### src/rtl/lfsr_step_scheduler.sv
// lfsr_step_scheduler: command-driven sequencer for the 64-bit LFSR datapath.
// Issues a one-cycle seed-load strobe and one-cycle step enables at a
// programmable division of i_clk, either continuously (RUN) or for a fixed
// number of steps (BURST), with STOP abort. Everything runs on i_clk; the LFSR
// consumes o_step as a clock enable.
//
// Ports:
//   i_clk, i_rst      clock, asynchronous active-high reset
//   i_cmd_valid/i_cmd command handshake; 00 LOAD, 01 RUN, 10 BURST, 11 STOP
//   i_cmd_div         step period in i_clk cycles (0 treated as 1)
//   i_cmd_len         BURST step count
//   o_cmd_ready       command accepted on i_cmd_valid && o_cmd_ready
//   o_seed_load       one-cycle seed-load strobe
//   o_step            one-cycle step enable
//   o_busy            high in RUN or BURST
//   o_done            one-cycle pulse at BURST end or STOP abort
//   o_cmd_err         one-cycle pulse when a non-STOP command arrives while busy
//   o_step_cnt        steps issued since the last accepted RUN/BURST (saturating)
module lfsr_step_scheduler #(
  parameter int unsigned CNT_W = 32,
  parameter int unsigned LEN_W = 16
) (
  input  logic             i_clk,
  input  logic             i_rst,
  input  logic             i_cmd_valid,
  input  logic [1:0]       i_cmd,
  input  logic [CNT_W-1:0] i_cmd_div,
  input  logic [LEN_W-1:0] i_cmd_len,
  output logic             o_cmd_ready,
  output logic             o_seed_load,
  output logic             o_step,
  output logic             o_busy,
  output logic             o_done,
  output logic             o_cmd_err,
  output logic [CNT_W-1:0] o_step_cnt
);

  localparam logic [1:0] CMD_LOAD  = 2'b00;
  localparam logic [1:0] CMD_RUN   = 2'b01;
  localparam logic [1:0] CMD_BURST = 2'b10;
  localparam logic [1:0] CMD_STOP  = 2'b11;

  localparam logic [2:0] S_IDLE  = 3'd0;
  localparam logic [2:0] S_LOAD  = 3'd1;
  localparam logic [2:0] S_RUN   = 3'd2;
  localparam logic [2:0] S_BURST = 3'd3;
  localparam logic [2:0] S_DONE  = 3'd4;

  logic [2:0]       state_q, state_d;
  logic [CNT_W-1:0] cnt_q, cnt_d;
  logic [CNT_W-1:0] div_q, div_d;
  logic [LEN_W-1:0] len_q, len_d;
  logic [CNT_W-1:0] step_cnt_q, step_cnt_d;
  logic             step_q, step_d;
  logic             err_q, err_d;
  logic             ready_q, seed_q, busy_q, done_q;
  logic             accept;
  logic [CNT_W-1:0] div_eff;

  assign accept  = i_cmd_valid && ready_q;
  assign div_eff = (i_cmd_div == '0) ? CNT_W'(1) : i_cmd_div;

  // Next-state, divider and step bookkeeping
  always_comb begin
    state_d    = state_q;
    cnt_d      = cnt_q;
    div_d      = div_q;
    len_d      = len_q;
    step_cnt_d = step_cnt_q;
    step_d     = 1'b0;
    err_d      = 1'b0;

    case (state_q)
      S_IDLE: begin
        if (accept) begin
          case (i_cmd)
            CMD_LOAD: state_d = S_LOAD;
            CMD_RUN: begin
              state_d    = S_RUN;
              div_d      = div_eff;
              cnt_d      = '0;
              step_cnt_d = '0;
            end
            CMD_BURST: begin
              div_d      = div_eff;
              len_d      = i_cmd_len;
              cnt_d      = '0;
              step_cnt_d = '0;
              state_d    = (i_cmd_len == '0) ? S_DONE : S_BURST;
            end
            default: state_d = S_IDLE;
          endcase
        end
      end
      S_RUN, S_BURST: begin
        if (accept && (i_cmd == CMD_STOP)) begin
          // Abort wins over a coincident terminal count: no step is issued
          state_d = S_DONE;
        end else begin
          err_d = accept;
          // The last burst step is on o_step now; finish without another step
          if ((state_q == S_BURST) && step_q && (step_cnt_q == CNT_W'(len_q))) begin
            state_d = S_DONE;
          end else if (cnt_q == (div_q - CNT_W'(1))) begin
            cnt_d  = '0;
            step_d = 1'b1;
            if (step_cnt_q != '1) begin
              step_cnt_d = step_cnt_q + CNT_W'(1);
            end
          end else begin
            cnt_d = cnt_q + CNT_W'(1);
          end
        end
      end
      S_LOAD, S_DONE: state_d = S_IDLE;
      default:        state_d = S_IDLE;
    endcase
  end

  // State and registered outputs
  always_ff @(posedge i_clk or posedge i_rst) begin
    if (i_rst) begin
      state_q    <= S_IDLE;
      cnt_q      <= '0;
      div_q      <= CNT_W'(1);
      len_q      <= '0;
      step_cnt_q <= '0;
      step_q     <= 1'b0;
      err_q      <= 1'b0;
      ready_q    <= 1'b1;
      seed_q     <= 1'b0;
      busy_q     <= 1'b0;
      done_q     <= 1'b0;
    end else begin
      state_q    <= state_d;
      cnt_q      <= cnt_d;
      div_q      <= div_d;
      len_q      <= len_d;
      step_cnt_q <= step_cnt_d;
      step_q     <= step_d;
      err_q      <= err_d;
      ready_q    <= (state_d != S_LOAD) && (state_d != S_DONE);
      seed_q     <= (state_d == S_LOAD);
      busy_q     <= (state_d == S_RUN) || (state_d == S_BURST);
      done_q     <= (state_d == S_DONE);
    end
  end

  assign o_cmd_ready = ready_q;
  assign o_seed_load = seed_q;
  assign o_step      = step_q;
  assign o_busy      = busy_q;
  assign o_done      = done_q;
  assign o_cmd_err   = err_q;
  assign o_step_cnt  = step_cnt_q;

endmodule
### config.mk
export PLATFORM = sky130hd
export DESIGN_NAME = lfsr_step_scheduler
export DESIGN_NICKNAME = d
export VERILOG_FILES = /design/src/rtl/lfsr_step_scheduler.sv
export SDC_FILE = /design/constraint.sdc
export NUM_CORES = 1
export LEC_CHECK = 0
export CAP_MARGIN = 20
export CORE_MARGIN = 1.5
export CORE_UTILIZATION = 53
export DETAILED_ROUTE_END_ITERATION = 10
export PLACE_DENSITY = 0.77
export SLEW_MARGIN = 10
export SYNTH_ARGS = -nofsm -noshare
export SYNTH_HDL_FRONTEND = slang
export SYNTH_SLANG_ARGS = --single-unit
### constraint.sdc
create_clock -name i_clk -period 7.4 [get_ports i_clk]
set_clock_uncertainty 0.1 [all_clocks]
set_input_delay 1.48 -clock i_clk [delete_from_list [all_inputs] [get_ports i_clk]]
set_output_delay 1.48 -clock i_clk [all_outputs]
set_load 0.01 [all_outputs]
==> metrics.txt <==
post-synthesis async set-or-reset flop share=100%; largest family of logic cells by synthesized area=simple AND/OR/NAND/NOR gates; Worst-Margin Slew=0.898 ns; adder-cell share of the synthesized area=1.21%; r2r setup slk=2.92 ns; Die Wd=120 um; Mapped Area=7240 um^2; Synth top cells by count=nand2_1, dfrtp_1, nor2_1, xor2_1, a21oi_1; fin crit period=4.62 ns; initial antenna violation count=0; Post-synth EDFFs=0; worst slack, placed=2.40 ns; Worst-Skew Late Latency=0.42 ns; # DRC=0; critical path's slowest cell=or4_1; clock root cell=clkbuf_16; crit-path max FO=17; Crit path max-delay family=simple AND/OR/NAND/NOR gates; final setup fails=0; Worst Path Arrival=4.81 ns; Die ar.=14400 um^2; WL final=19.1 mm; Cells after Synth=825; drt wl/cell=17.6 um; complex-gate fraction of the synthesized area=11.1%; top post-synthesis cells by area=dfrtp_1, nand2_1, xor2_1; crit-path cells=clkdlybuf4s50_1 > nand2_1 > nor4_1 > nand2_1 > and2_1 > or4_1 > nor4_1 > xnor2_1 > nor2_1; Routed Antenna Nets=0; # rows=42; CTS tree=done; dpl cells=1053; Setup TNS=0 ns; fin crit share=62.4%; Syn-to-layout area delta=21.9%; power per cell area=318 nW/um^2; final worst setup slack=2.78 ns; routability cong.=0.918; First-pass DRT Iterations=5; core area=13300 um^2; Syn Nets=885; CTS clk-pin slew, worst paths=0.06 ns; pin count of the biggest net entering global routing=67; final std cells w/o fill=1086; Overflow after GRT=0; first-pass GRT wire length=32.1 mm; Initial Util=54.4%; Total GRT Usage=28.0%; Hold Path Class=flip-flop to flip-flop; CP Class=input port to flip-flop; DRT iter0 DRCs=647; number of buffer cells added on primary ports=90; LEAKAGE=0.00373 uW; vias in the first global route=6490; via count=6657; CP startpoint kind=input port; most common cell in the synthesized netlist=nand2_1; clk buf depth=2; Hold WS=0.409 ns; Syn. warnings=0; Worst Setup End Kind=flip-flop; H-tree depth=4; Max stage delay on crit path=0.76 ns; hold-fix buffer count after cts=0; final hold viol count=0; synthesized-area fraction occupied by and/or/nand/nor cells=29.5%; Worst Path Buf+Inv=1; DR vias/cell=6.13; Critical Path RT=7.60 ns; post-DP HPWL=13.8 mm; I/O pins=91; Avg Cell Area, Syn=8.77 um^2; diode count=0; multiplexer share of the synthesized area=3.47%; Final Max Slew Viols=0; number of synthesized register bits=121; Post-CTS Setup Repair Bufs=0; Netlist cell types=60; f_max=0.217 GHz; TritonCTS Sinks=121; outcome=completed; # Max-Cap Violations=0; Power, Total=2800 uW; area share of the largest cell type after synthesis=41.1%; Synth Flop Type=dfrtp_1; slew margin rel.=40.0%; post-synthesis sequential area ratio=41.9%; TritonCTS Buffers=17; VDD IR-drop max=0.240 mV; nets@finish=957; share of layout cells above drive strength 1=7.80%; RSZ-0062 raised after global routing=no; Die Ht=120 um; Yosys top cell by area=dfrtp_1; post-synthesis xor/xnor area fraction=9.02%; PostCTS Resize Cnt=0
==> layer usage <==
metal	share of wire [%]	global-route usage, %	vias up
met4	2.2	8.78	0
li1	-	-	3121
met2	46	43.9	285
met5	0	0	-
met3	6.9	5.47	45
met1	45	39.6	3206
==> cell usage in the layout (no fill, tap or decap), types with 3 or more instances in the layout <==
master and n:
nand3_1 27, nand2b_1 11, ha_1 7, a21o_1 4, inv_1 18, mux2_2 17
clkbuf_16 17, nor3b_1 5, o31ai_1 16, and3_1 21, nand2_1 140, a21oi_1 37
a31oi_1 3, nor4_1 30, nor2_1 45, o21ai_0 37, nor3_1 23, o32ai_1 3
xor2_1 41, clkinv_4 3, or4_1 26, or3_1 26, or2_2 3, and4_1 3
xnor2_1 31, buf_4 5, dfrtp_1 119, o211ai_1 10, nor2b_1 3, clkinvlp_4 5
and2_1 5, mux2i_1 6, clkdlybuf4s50_1 90, o22ai_1 4, nand4_1 29
==> state kept, by name, summed over array words and instances, names as in the netlist <==
name and cells:
cnt_q 32, o_seed_load 1, o_step 1, state_q 3, o_cmd_err 1, o_busy 1, len_q 16, o_cmd_ready 1
o_step_cnt 32, div_q 32, o_done 1
==> path summary, 6_finish.rpt <==
check / end / cells past startpoint / startpoint
worst min register to register: div_q[31] / 2 / div_q[31]
max in group asynchronous: cnt_q[18] / 3 / i_rst
worst min-delay path: div_q[31] / 2 / div_q[31]
worst max-delay path: cnt_q[26] / 9 / i_cmd_valid
worst max register to register: o_step_cnt[8] / 12 / div_q[1]
min in group asynchronous: o_seed_load / 2 / i_rst
==> worst reg2reg max path: cells and delay by family, from the launching register on <==
kind | cells | cell delay, ns
AND/OR/NAND/NOR | 5 | 2.27
AO/OA/AOI/OAI | 4 | 1.03
flip-flops | 1 | 0.41
buffers and inverters | 2 | 0.35
adder cells (fa/ha/maj) | 1 | 0.25
==> area by class of cell <==
type | instances | area, um^2
clock buffer | 20 | 457
clock inverter | 12 | 141
fill | 1070 | 4470
inverter | 19 | 73.8
multi-input combinational | 642 | 3940
sequential | 121 | 3030
tap | 176 | 220
timing repair buffer | 96 | 958
==> power breakdown <==
group | switching [uW] | total [uW] | internal [uW]
Clock | 314 | 829 | 516
Sequential | 224 | 1040 | 814
Combinational | 547 | 937 | 390
Total | 1080 | 2800 | 1720
==> cells by family after synthesis <==
| kind of cell | count (synthesis) |
|---|---|
| and+or+nand+nor | 410 |
| muxes | 23 |
| adders and majority gates | 7 |
| xor gates and xnor gates | 73 |
| DFF | 121 |
| buffers and inverters | 62 |
| AOI/OAI and AO/OA | 129 |
==> stage by stage <==
| stage | utilization, % | area, um^2 |
|---|---|---|
| 4_1_cts | 66.2 | 8800 |
| 2_1_floorplan | - | 7240 |
| 3_5_place_dp | 61.7 | 8200 |
| 5_1_grt | 66.4 | 8820 |
| 3_3_place_gp | 61.7 | 8200 |
| 6_report | 66.4 | 8820 |
Power figures use the tool's default switching activity.
